**src/rtl/z16_instr_ram.sv**
```systemverilog
// ----------------------------------------------------------------------------
// z16_instr_ram
// ----------------------------------------------------------------------------
// Clocked instruction memory for the Z16 core. It replaces the older fixed
// combinational ROM.
//
// After reset the block runs a boot clear. For DEPTH cycles it writes
// FILL_INSTR into every word, one word per cycle starting at index 0. It then
// enters RUN, raises o_ready, and starts serving the fetch and program-load
// ports.
//
// Both ports use byte addresses. The word index is addr[ADDR_WIDTH-1:1].
//
// Optional feature (macro Z16_IMEM_MISALIGN_TRAP_EN):
//   - Adds the output o_misalign.
//   - Odd fetch addresses return FILL_INSTR with o_misalign=1.
//   - Odd write addresses are dropped with o_wr_err=1.
//   Without the macro, bit 0 of both addresses is ignored.
//
// Ports
//   i_clk       clock, all state changes on the rising edge
//   i_rst       synchronous active-high reset; restarts the clear sequence
//   i_rd_en     fetch request
//   i_addr      fetch byte address
//   o_instr     fetched instruction (registered, 1-cycle latency)
//   o_valid     o_instr was updated by a fetch this cycle
//   o_oob       fetch index was >= DEPTH; o_instr = FILL_INSTR
//   i_wr_en     program-load write request
//   i_wr_addr   write byte address
//   i_wr_data   write data
//   o_wr_ack    1-cycle pulse: write committed
//   o_wr_err    1-cycle pulse: write dropped
//   o_ready     clear sequence finished, ports are live
//   o_misalign  (macro only) last fetch used an odd byte address
// ----------------------------------------------------------------------------
module z16_instr_ram #(
    parameter int                    DATA_WIDTH = 16,
    parameter int                    ADDR_WIDTH = 16,
    parameter int                    DEPTH      = 64,
    parameter logic [DATA_WIDTH-1:0] FILL_INSTR = '0
) (
    input  logic                  i_clk,
    input  logic                  i_rst,
    input  logic                  i_rd_en,
    input  logic [ADDR_WIDTH-1:0] i_addr,
    output logic [DATA_WIDTH-1:0] o_instr,
    output logic                  o_valid,
    output logic                  o_oob,
    input  logic                  i_wr_en,
    input  logic [ADDR_WIDTH-1:0] i_wr_addr,
    input  logic [DATA_WIDTH-1:0] i_wr_data,
    output logic                  o_wr_ack,
    output logic                  o_wr_err,
`ifdef Z16_IMEM_MISALIGN_TRAP_EN
    output logic                  o_misalign,
`endif
    output logic                  o_ready
);

    localparam int IDX_W = (DEPTH > 1) ? $clog2(DEPTH) : 1;

    // DEPTH can equal 2**(ADDR_WIDTH-1). That value does not fit in the
    // (ADDR_WIDTH-1)-bit index, so range checks are done one bit wider.
    localparam logic [ADDR_WIDTH-1:0] DEPTH_W  = ADDR_WIDTH'(DEPTH);
    localparam logic [IDX_W-1:0]      LAST_IDX = IDX_W'(DEPTH - 1);

    typedef enum logic [0:0] {
        ST_CLEAR = 1'b0,
        ST_RUN   = 1'b1
    } state_t;

    // ------------------------------------------------------------------
    // Storage and registers
    // ------------------------------------------------------------------
    logic [DATA_WIDTH-1:0] r_mem [DEPTH];

    state_t                r_state;
    logic [IDX_W-1:0]      r_clr_cnt;
    logic [DATA_WIDTH-1:0] r_instr;
    logic                  r_valid;
    logic                  r_oob;
    logic                  r_wr_ack;
    logic                  r_wr_err;

    // ------------------------------------------------------------------
    // Address decode
    // ------------------------------------------------------------------
    logic [ADDR_WIDTH-2:0] w_rd_idx;
    logic [ADDR_WIDTH-2:0] w_wr_idx;
    logic                  w_rd_in_range;
    logic                  w_wr_in_range;
    logic                  w_rd_misalign;
    logic                  w_wr_misalign;

    assign w_rd_idx      = i_addr[ADDR_WIDTH-1:1];
    assign w_wr_idx      = i_wr_addr[ADDR_WIDTH-1:1];
    assign w_rd_in_range = ({1'b0, w_rd_idx} < DEPTH_W);
    assign w_wr_in_range = ({1'b0, w_wr_idx} < DEPTH_W);

`ifdef Z16_IMEM_MISALIGN_TRAP_EN
    assign w_rd_misalign = i_addr[0];
    assign w_wr_misalign = i_wr_addr[0];
`else
    // Byte-lane bits have no function in this build.
    logic w_unused_lsb;

    assign w_unused_lsb  = i_addr[0] ^ i_wr_addr[0];
    assign w_rd_misalign = 1'b0;
    assign w_wr_misalign = 1'b0;
`endif

    // ------------------------------------------------------------------
    // Next-state / control
    // ------------------------------------------------------------------
    state_t                w_state_next;
    logic [IDX_W-1:0]      w_clr_cnt_next;
    logic                  w_mem_we;
    logic [IDX_W-1:0]      w_mem_waddr;
    logic [DATA_WIDTH-1:0] w_mem_wdata;
    logic                  w_rd_mem;      // fetch returns an array word
    logic                  w_valid_next;
    logic                  w_oob_next;
    logic                  w_ack_next;
    logic                  w_err_next;
    logic                  w_misalign_next;

    always_comb begin
        w_state_next    = r_state;
        w_clr_cnt_next  = r_clr_cnt;
        w_mem_we        = 1'b0;
        w_mem_waddr     = r_clr_cnt;
        w_mem_wdata     = FILL_INSTR;
        w_rd_mem        = 1'b0;
        w_valid_next    = 1'b0;
        w_oob_next      = 1'b0;
        w_ack_next      = 1'b0;
        w_err_next      = 1'b0;
        w_misalign_next = 1'b0;

        case (r_state)
            ST_CLEAR: begin
                // Port requests are ignored while the array is being filled.
                w_mem_we = 1'b1;
                if (r_clr_cnt == LAST_IDX) begin
                    w_state_next = ST_RUN;
                end else begin
                    w_clr_cnt_next = r_clr_cnt + IDX_W'(1);
                end
            end

            ST_RUN: begin
                if (i_rd_en) begin
                    w_valid_next    = 1'b1;
                    w_oob_next      = !w_rd_in_range;
                    w_misalign_next = w_rd_misalign;
                    w_rd_mem        = w_rd_in_range && !w_rd_misalign;
                end

                if (i_wr_en) begin
                    if (w_wr_in_range && !w_wr_misalign) begin
                        w_mem_we    = 1'b1;
                        w_mem_waddr = w_wr_idx[IDX_W-1:0];
                        w_mem_wdata = i_wr_data;
                        w_ack_next  = 1'b1;
                    end else begin
                        w_err_next = 1'b1;
                    end
                end
            end

            default: begin
                w_state_next = ST_CLEAR;
            end
        endcase
    end

    // ------------------------------------------------------------------
    // State register
    // ------------------------------------------------------------------
    always_ff @(posedge i_clk) begin
        if (i_rst) begin
            r_state   <= ST_CLEAR;
            r_clr_cnt <= '0;
        end else begin
            r_state   <= w_state_next;
            r_clr_cnt <= w_clr_cnt_next;
        end
    end

    // ------------------------------------------------------------------
    // Array write port
    // ------------------------------------------------------------------
    // Nothing is written in a reset cycle, so a write presented together
    // with i_rst is discarded.
    always_ff @(posedge i_clk) begin
        if (w_mem_we && !i_rst) begin
            r_mem[w_mem_waddr] <= w_mem_wdata;
        end
    end

    // ------------------------------------------------------------------
    // Registered read port and status pulses
    // ------------------------------------------------------------------
    // The read samples the array before this edge's write lands. A read and
    // a write to the same word in one cycle therefore return the old word.
    always_ff @(posedge i_clk) begin
        if (i_rst) begin
            r_instr  <= '0;
            r_valid  <= 1'b0;
            r_oob    <= 1'b0;
            r_wr_ack <= 1'b0;
            r_wr_err <= 1'b0;
        end else begin
            r_valid  <= w_valid_next;
            r_oob    <= w_oob_next;
            r_wr_ack <= w_ack_next;
            r_wr_err <= w_err_next;
            if (w_valid_next) begin
                r_instr <= w_rd_mem ? r_mem[w_rd_idx[IDX_W-1:0]] : FILL_INSTR;
            end
        end
    end

`ifdef Z16_IMEM_MISALIGN_TRAP_EN
    logic r_misalign;

    always_ff @(posedge i_clk) begin
        if (i_rst) begin
            r_misalign <= 1'b0;
        end else begin
            r_misalign <= w_misalign_next;
        end
    end

    assign o_misalign = r_misalign;
`endif

    assign o_instr  = r_instr;
    assign o_valid  = r_valid;
    assign o_oob    = r_oob;
    assign o_wr_ack = r_wr_ack;
    assign o_wr_err = r_wr_err;
    assign o_ready  = (r_state == ST_RUN);

endmodule

```
**config.mk**
```make
export PLATFORM = sky130hd
export DESIGN_NAME = z16_instr_ram
export DESIGN_NICKNAME = d
export VERILOG_FILES = /design/src/rtl/z16_instr_ram.sv
export SDC_FILE = /design/constraint.sdc
export NUM_CORES = 1
export LEC_CHECK = 0
export CAP_MARGIN = 0
export CORE_UTILIZATION = 62
export CTS_BUF_LIST = sky130_fd_sc_hd__clkbuf_16
export DETAILED_ROUTE_END_ITERATION = 12
export GPL_ROUTABILITY_DRIVEN = 0
export PLACE_DENSITY = 0.79
export SLEW_MARGIN = 40
export SYNTH_ARGS = -nofsm -noshare
export SYNTH_HDL_FRONTEND = slang
export SYNTH_SLANG_ARGS = --single-unit
```
**constraint.sdc**
```tcl
create_clock -name i_clk -period 5 [get_ports i_clk]
set_input_delay 1 -clock i_clk [delete_from_list [all_inputs] [get_ports i_clk]]
set_output_delay 1 -clock i_clk [all_outputs]
set_load 0.05 [all_outputs]
```
==> results.cfg, run 1 <==
[sta]
final-hold-violation-count = 0
post-route-period-util = 0.860
tns_ns = 0
period_minus_slack_ns = 4.30
final_max_slew_viol_count = 0
rsz0062_at_grt = false
slew_headroom = 0.385
hold-worst-slack_ns = 0.558
fmax_mhz = 233
setup_viol = 0
fin_skew_ns = 0.0266
setup_slack_ns = 0.699
tightest_slew_ns = 0.913

[cells_and_area]
final_area_sq_um = 46600
fill_cells = 3592
area_delta_synth_final_pct = 13.9
drive_above_1_share = 0.251
nets = 2276
utilization = 0.719

[synth]
syn_area_sq_um = 40900
synth_compound_area_frac = 0.0307
ys.warnings.count = 0
synth_cells = 2037
synth-simple-area-share = 0.0397
synth-seq-area-share = 0.765
synth-edff-count = 1024
synth_area_leader_cell = edfxtp_1
synth_most_common_cell = edfxtp_1
muxShareOfSynthArea = 0.152
synthFlopType = edfxtp_1
synth-seq-cells = 1051
synth_xor_area_frac = 0.00107
synth_top_family_by_area = multiplexers
synthArstFlopShare = 0
synthTopCellsByCount = edfxtp_1, mux4_2, mux2i_1
synth_cell_type_count = 51
synth-adder-area-share = 0.000306
synth_nets = 2090
synth_top_area_share = 0.752
postSynthAreaPerCell_sq_um = 20.1
ys_top_cells_by_area = edfxtp_1, mux4_2, mux2i_1, mux2_2, dfxtp_1

[clock_network]
cts.path.max_buffers = 3
cts_sinks = 1051
insertion_delay_ns = 0.66
clkTransAtPathRegs_ns = 0.06
cts_tree = done
post_cts_buffers = 0
cts_resized = 0
numCtsBuffers = 99
hold_buffers = 0
root_buffer = clkbuf_16
cts_max_level = 3

[pwr]
cellPowerDensity_nw_per_um2 = 375
switching_share = 0.198
vdd_ir_drop_max_v = 0.000240
pwr-share-comb = 0.032
intPower_mw = 14.0
power.leakage_nw = 17.6
clkPwrFrac = 0.421
power_frac_seq = 0.547
power_switching_mw = 3.45

[run_status]
status = completed

[global_routing]
antenna_found_initial = 2
grt_max_degree = 84
grt_pass1_wl_um = 144000
grt_pass1_vias = 21846
grt_usage = 0.301
grt_overflow = 0

[floorplan]
fp.dieW_um = 259
pin_count = 73
rows = 93
dieArea_sq_um = 67000
die_h_um = 259
initial_core_util = 0.631
coreArea_sq_um = 64800

[critical_path]
endpoint_kind = flip-flop
crit_arrival_ns = 4.63
cp_data_required_time_ns = 5.33
crit_type = primary input to flip-flop
r2r_setup_slack_ns = 1.49
cp-start-kind = primary input
critPathMaxFanout = 14

[placed_design]
hpwl_um = 58800
dpl_worst_slack_ns = 0.177
placed_cell_area_sq_um = 43400
portBuffers = 70

[detailed_routing]
ant_nets = 0
drtPass1Iterations = 6
wire_per_inst_um = 31.3
route.detailed.drc = 0
via_per_inst = 6.83
wirelength_um = 98700
num_vias = 21552
drt-initial-drc-count = 2844

[hold_path]
hp-class = flip-flop to flip-flop

[run]
maxCapViolations = 0
[per-stage QoR]
step / instances / power [mW]
after floorplan: 2037 / 10.1
after global placement: 2976 / 10.3
after detailed placement: 2976 / 10.3
after CTS: 3152 / 17.5
after global routing: 3153 / 17.9
final: 3155 / 17.5
[cell families after synthesis]
family	count (synthesis)
fa+ha+maj	1
compound gates	180
flops	1051
simple gates	311
xor+xnor	5
buf+inv	113
mux	376
[power by group through the flow]
stage / Clock (mW) / Sequential (mW) / Combinational, mW
2_1_floorplan: 0 / 9.73 / 0.347
6_report: 7.36 / 9.55 / 0.567
4_1_cts: 7.41 / 9.55 / 0.561
3_3_place_gp: 0 / 9.74 / 0.545
3_5_place_dp: 0 / 9.74 / 0.556
5_1_grt: 7.75 / 9.55 / 0.593
[sequential cells by signal, indices dropped and copies added, names as in the netlist]
signal     cells
o_valid        1
r_mem       1024
o_instr       16
o_ready        1
o_wr_err       1
o_wr_ack       1
r_clr_cnt      6
o_oob          1
[per-layer routing]
layer,global-route usage,share of wire
met3,0.0767,0.12
met2,0.467,0.47
met1,0.416,0.37
met5,0,0.00012
met4,0.118,0.038
[critical path, cell delays in order]
cell and delay (ns):
clkdlybuf4s50_1 0.44, or4_4 0.57, nor4_4 0.62, mux2i_1 0.63
nand4_2 0.62, nor2_1 0.42, buf_4 0.31
[area by class of cell]
class	count	area [sq um]	share of cell area
clock inverter	73	596	0.0128
clock buffer	103	2580	0.0553
timing repair buffer	195	1830	0.0393
antenna	2	5.00	0.000107
tap	855	1070	0.0230
multi-input combinational	873	9190	0.197
inverter	3	11.3	0.000242
sequential	1051	31300	0.672
[cell usage in the layout, fill, tap and decap left out, drive strengths merged, types with 3 or more instances in the layout]
| cell type | netlist | final |
|---|---|---|
| mux2 | 89 | 89 |
| a22o | 15 | 15 |
| a31oi | 3 | 3 |
| bufinv | 0 | 11 |
| nor4 | 32 | 32 |
| and2 | 17 | 17 |
| edfxtp | 1024 | 1024 |
| xor2 | 4 | 4 |
| a21oi | 18 | 18 |
| nand4 | 8 | 8 |
| mux4 | 186 | 186 |
| nand2b | 13 | 13 |
| a221oi | 4 | 4 |
| clkbuf | 56 | 105 |
| nor2b | 30 | 30 |
| and3 | 3 | 3 |
| dfxtp | 27 | 27 |
| o311ai | 10 | 10 |
| clkdlybuf4s50 | 0 | 66 |
| nand3 | 16 | 16 |
| a221o | 4 | 4 |
| a211oi | 27 | 27 |
| or2 | 5 | 5 |
| mux2i | 101 | 101 |
| a2111oi | 7 | 7 |
| nor2 | 99 | 99 |
| clkinv | 0 | 37 |
| nor3 | 47 | 47 |
| o21ai | 20 | 20 |
| nand2 | 33 | 33 |
| buf | 54 | 127 |
| o22ai | 65 | 65 |
| inv | 3 | 26 |
[final timing paths]
kind / start / to / depth (start not counted)
max: i_wr_addr[10] / r_mem[53][15] / 7
min: o_instr[13] / o_instr[13] / 2
max reg2reg: o_ready / r_mem[53][15] / 6
min reg2reg: o_instr[13] / o_instr[13] / 2
Power figures use the tool's default switching activity.
==> run 2: changes to the inputs <==
REMOVE_ABC_BUFFERS = 1   (was not set)
==> results.cfg, run 2 (synthesis gave the netlist of run 1 again) <==
[floorplan]
rows = 93
initial_core_util = 0.631
fp.dieW_um = 259
dieArea_sq_um = 67000
die_h_um = 259
coreArea_sq_um = 64800
pin_count = 73

[critical_path]
crit_chain = clkdlybuf4s50_1 > or4_4 > nor4_4 > buf_4 > mux2i_1 > nand3_1 > nor2_1 > buf_4
cp-start-kind = primary input
crit_type = primary input to flip-flop
critPathMaxFanout = 16
max_stage_delay_ns = 0.69
rr_startpoint = o_ready
cpMaxStageDelayCell = nor4_4
crit_arrival_ns = 4.58
startpoint = i_wr_addr[10]
r2r_cells = 7
critPathMostFrequentCell = buf_4
cp-endpoint = r_mem[1][13]
cp_data_required_time_ns = 5.33
endpoint_kind = flip-flop
r2r_setup_slack_ns = 1.48
reg2reg_to = r_mem[1][13]

[pwr]
clkPwrFrac = 0.419
vdd_ir_drop_max_v = 0.000274
switching_share = 0.202
cellPowerDensity_nw_per_um2 = 374
power.leakage_nw = 17.6
pwr-share-comb = 0.033
power_frac_seq = 0.548
power_switching_mw = 3.51
intPower_mw = 13.9

[cells_and_area]
final_area_sq_um = 46600
n_antenna_cell = 0
layout_common_cells = edfxtp_1, mux4_2, buf_4, clkbuf_16, mux2i_1
utilization = 0.719
final_common_cell = edfxtp_1
nets = 2285
finalNonFillerCells = 3168
top_register = r_mem
fill_cells = 3577
area_delta_synth_final_pct = 14.0
drive_above_1_share = 0.255
largest_register_ffs = 1024

[clock_network]
cts_sinks = 1051
root_buffer = clkbuf_16
cts_max_level = 3
clkTransAtPathRegs_ns = 0.06
hold_buffers = 0
post_cts_buffers = 0
insertion_delay_ns = 0.66
cts_tree = done
cts_resized = 0
numCtsBuffers = 100
cts.path.max_buffers = 3

[placed_design]
portBuffers = 70
place.detailed.instances = 2984
hpwl_um = 59100
placed_cell_area_sq_um = 43400

[sta]
rsz0062_at_grt = false
post-route-period-util = 0.850
final_max_slew_viol_count = 0
period_minus_slack_ns = 4.25
final-hold-violation-count = 0
fmax_mhz = 235
hold-worst-slack_ns = 0.507
fin_skew_ns = 0.0191
slew_headroom = 0.394
tightest_slew_ns = 0.901
tns_ns = 0
setup_viol = 0

[global_routing]
grt_pass1_wl_um = 144000
grt_overflow = 0
grt_pass1_vias = 21492
antenna_found_initial = 1
grt_usage = 0.302
grt_max_degree = 74

[run]
maxCapViolations = 0

[detailed_routing]
wirelength_um = 99000
drt-initial-drc-count = 2926
via_per_inst = 6.81
drtPass1Iterations = 5
ant_nets = 0
route.detailed.drc = 0
wire_per_inst_um = 31.3
num_vias = 21581

[hold_path]
hp-class = flip-flop to flip-flop

[run_status]
status = completed
## run 2: how the worst min path moves through the flow
stage | from | cells after the start | end
floorplan | r_clr_cnt[5] | 2 | r_clr_cnt[5]
global placement | o_instr[14] | 1 | o_instr[14]
detailed placement | o_instr[14] | 1 | o_instr[14]
CTS | o_instr[14] | 1 | o_instr[14]
global route | o_instr[14] | 1 | o_instr[14]
finish | o_instr[14] | 1 | o_instr[14]
## run 2: area by class of cell
| class | instances | area [sq um] | area share |
|---|---|---|---|
| Clock buffer | 102 | 2550 | 0.0547 |
| Timing Repair Buffer | 203 | 1880 | 0.0403 |
| Sequential cell | 1051 | 31300 | 0.671 |
| Clock inverter | 81 | 607 | 0.0130 |
| Multi-Input combinational cell | 873 | 9220 | 0.198 |
| Tap cell | 855 | 1070 | 0.0229 |
| Inverter | 3 | 11.3 | 0.000241 |
## run 2: critical path: cells and delay by family
| kind | cells | cell delay (ns) |
|---|---|---|
| mux | 1 | 0.57 |
| simple gates | 4 | 1.99 |
| buf+inv | 3 | 0.99 |
## run 2: per-layer routing
| metal | share of wire | wire (um) | track usage |
|---|---|---|---|
| met1 | 0.37 | 36700 | 0.426 |
| met2 | 0.47 | 46800 | 0.463 |
| met3 | 0.12 | 11500 | 0.0698 |
| met4 | 0.041 | 4030 | 0.123 |
| met5 | 0.00012 | 12 | 0 |
## run 2: power by group through the flow
stage | Combinational, mW | Clock (mW) | Sequential [mW]
after global placement | 0.553 | 0 | 9.74
after detailed placement | 0.564 | 0 | 9.74
after floorplan | 0.237 | 0 | 9.73
final | 0.576 | 7.30 | 9.55
after CTS | 0.569 | 7.36 | 9.55
after global routing | 0.601 | 7.69 | 9.55
## run 2: through the flow
stage / worst slack (ns) / power [mW]
final: 0.750 / 17.4
after global routing: 0.664 / 17.8
after CTS: 0.879 / 17.5
after detailed placement: 0.253 / 10.3
after global placement: 0.376 / 10.3
after floorplan: 0.271 / 9.97
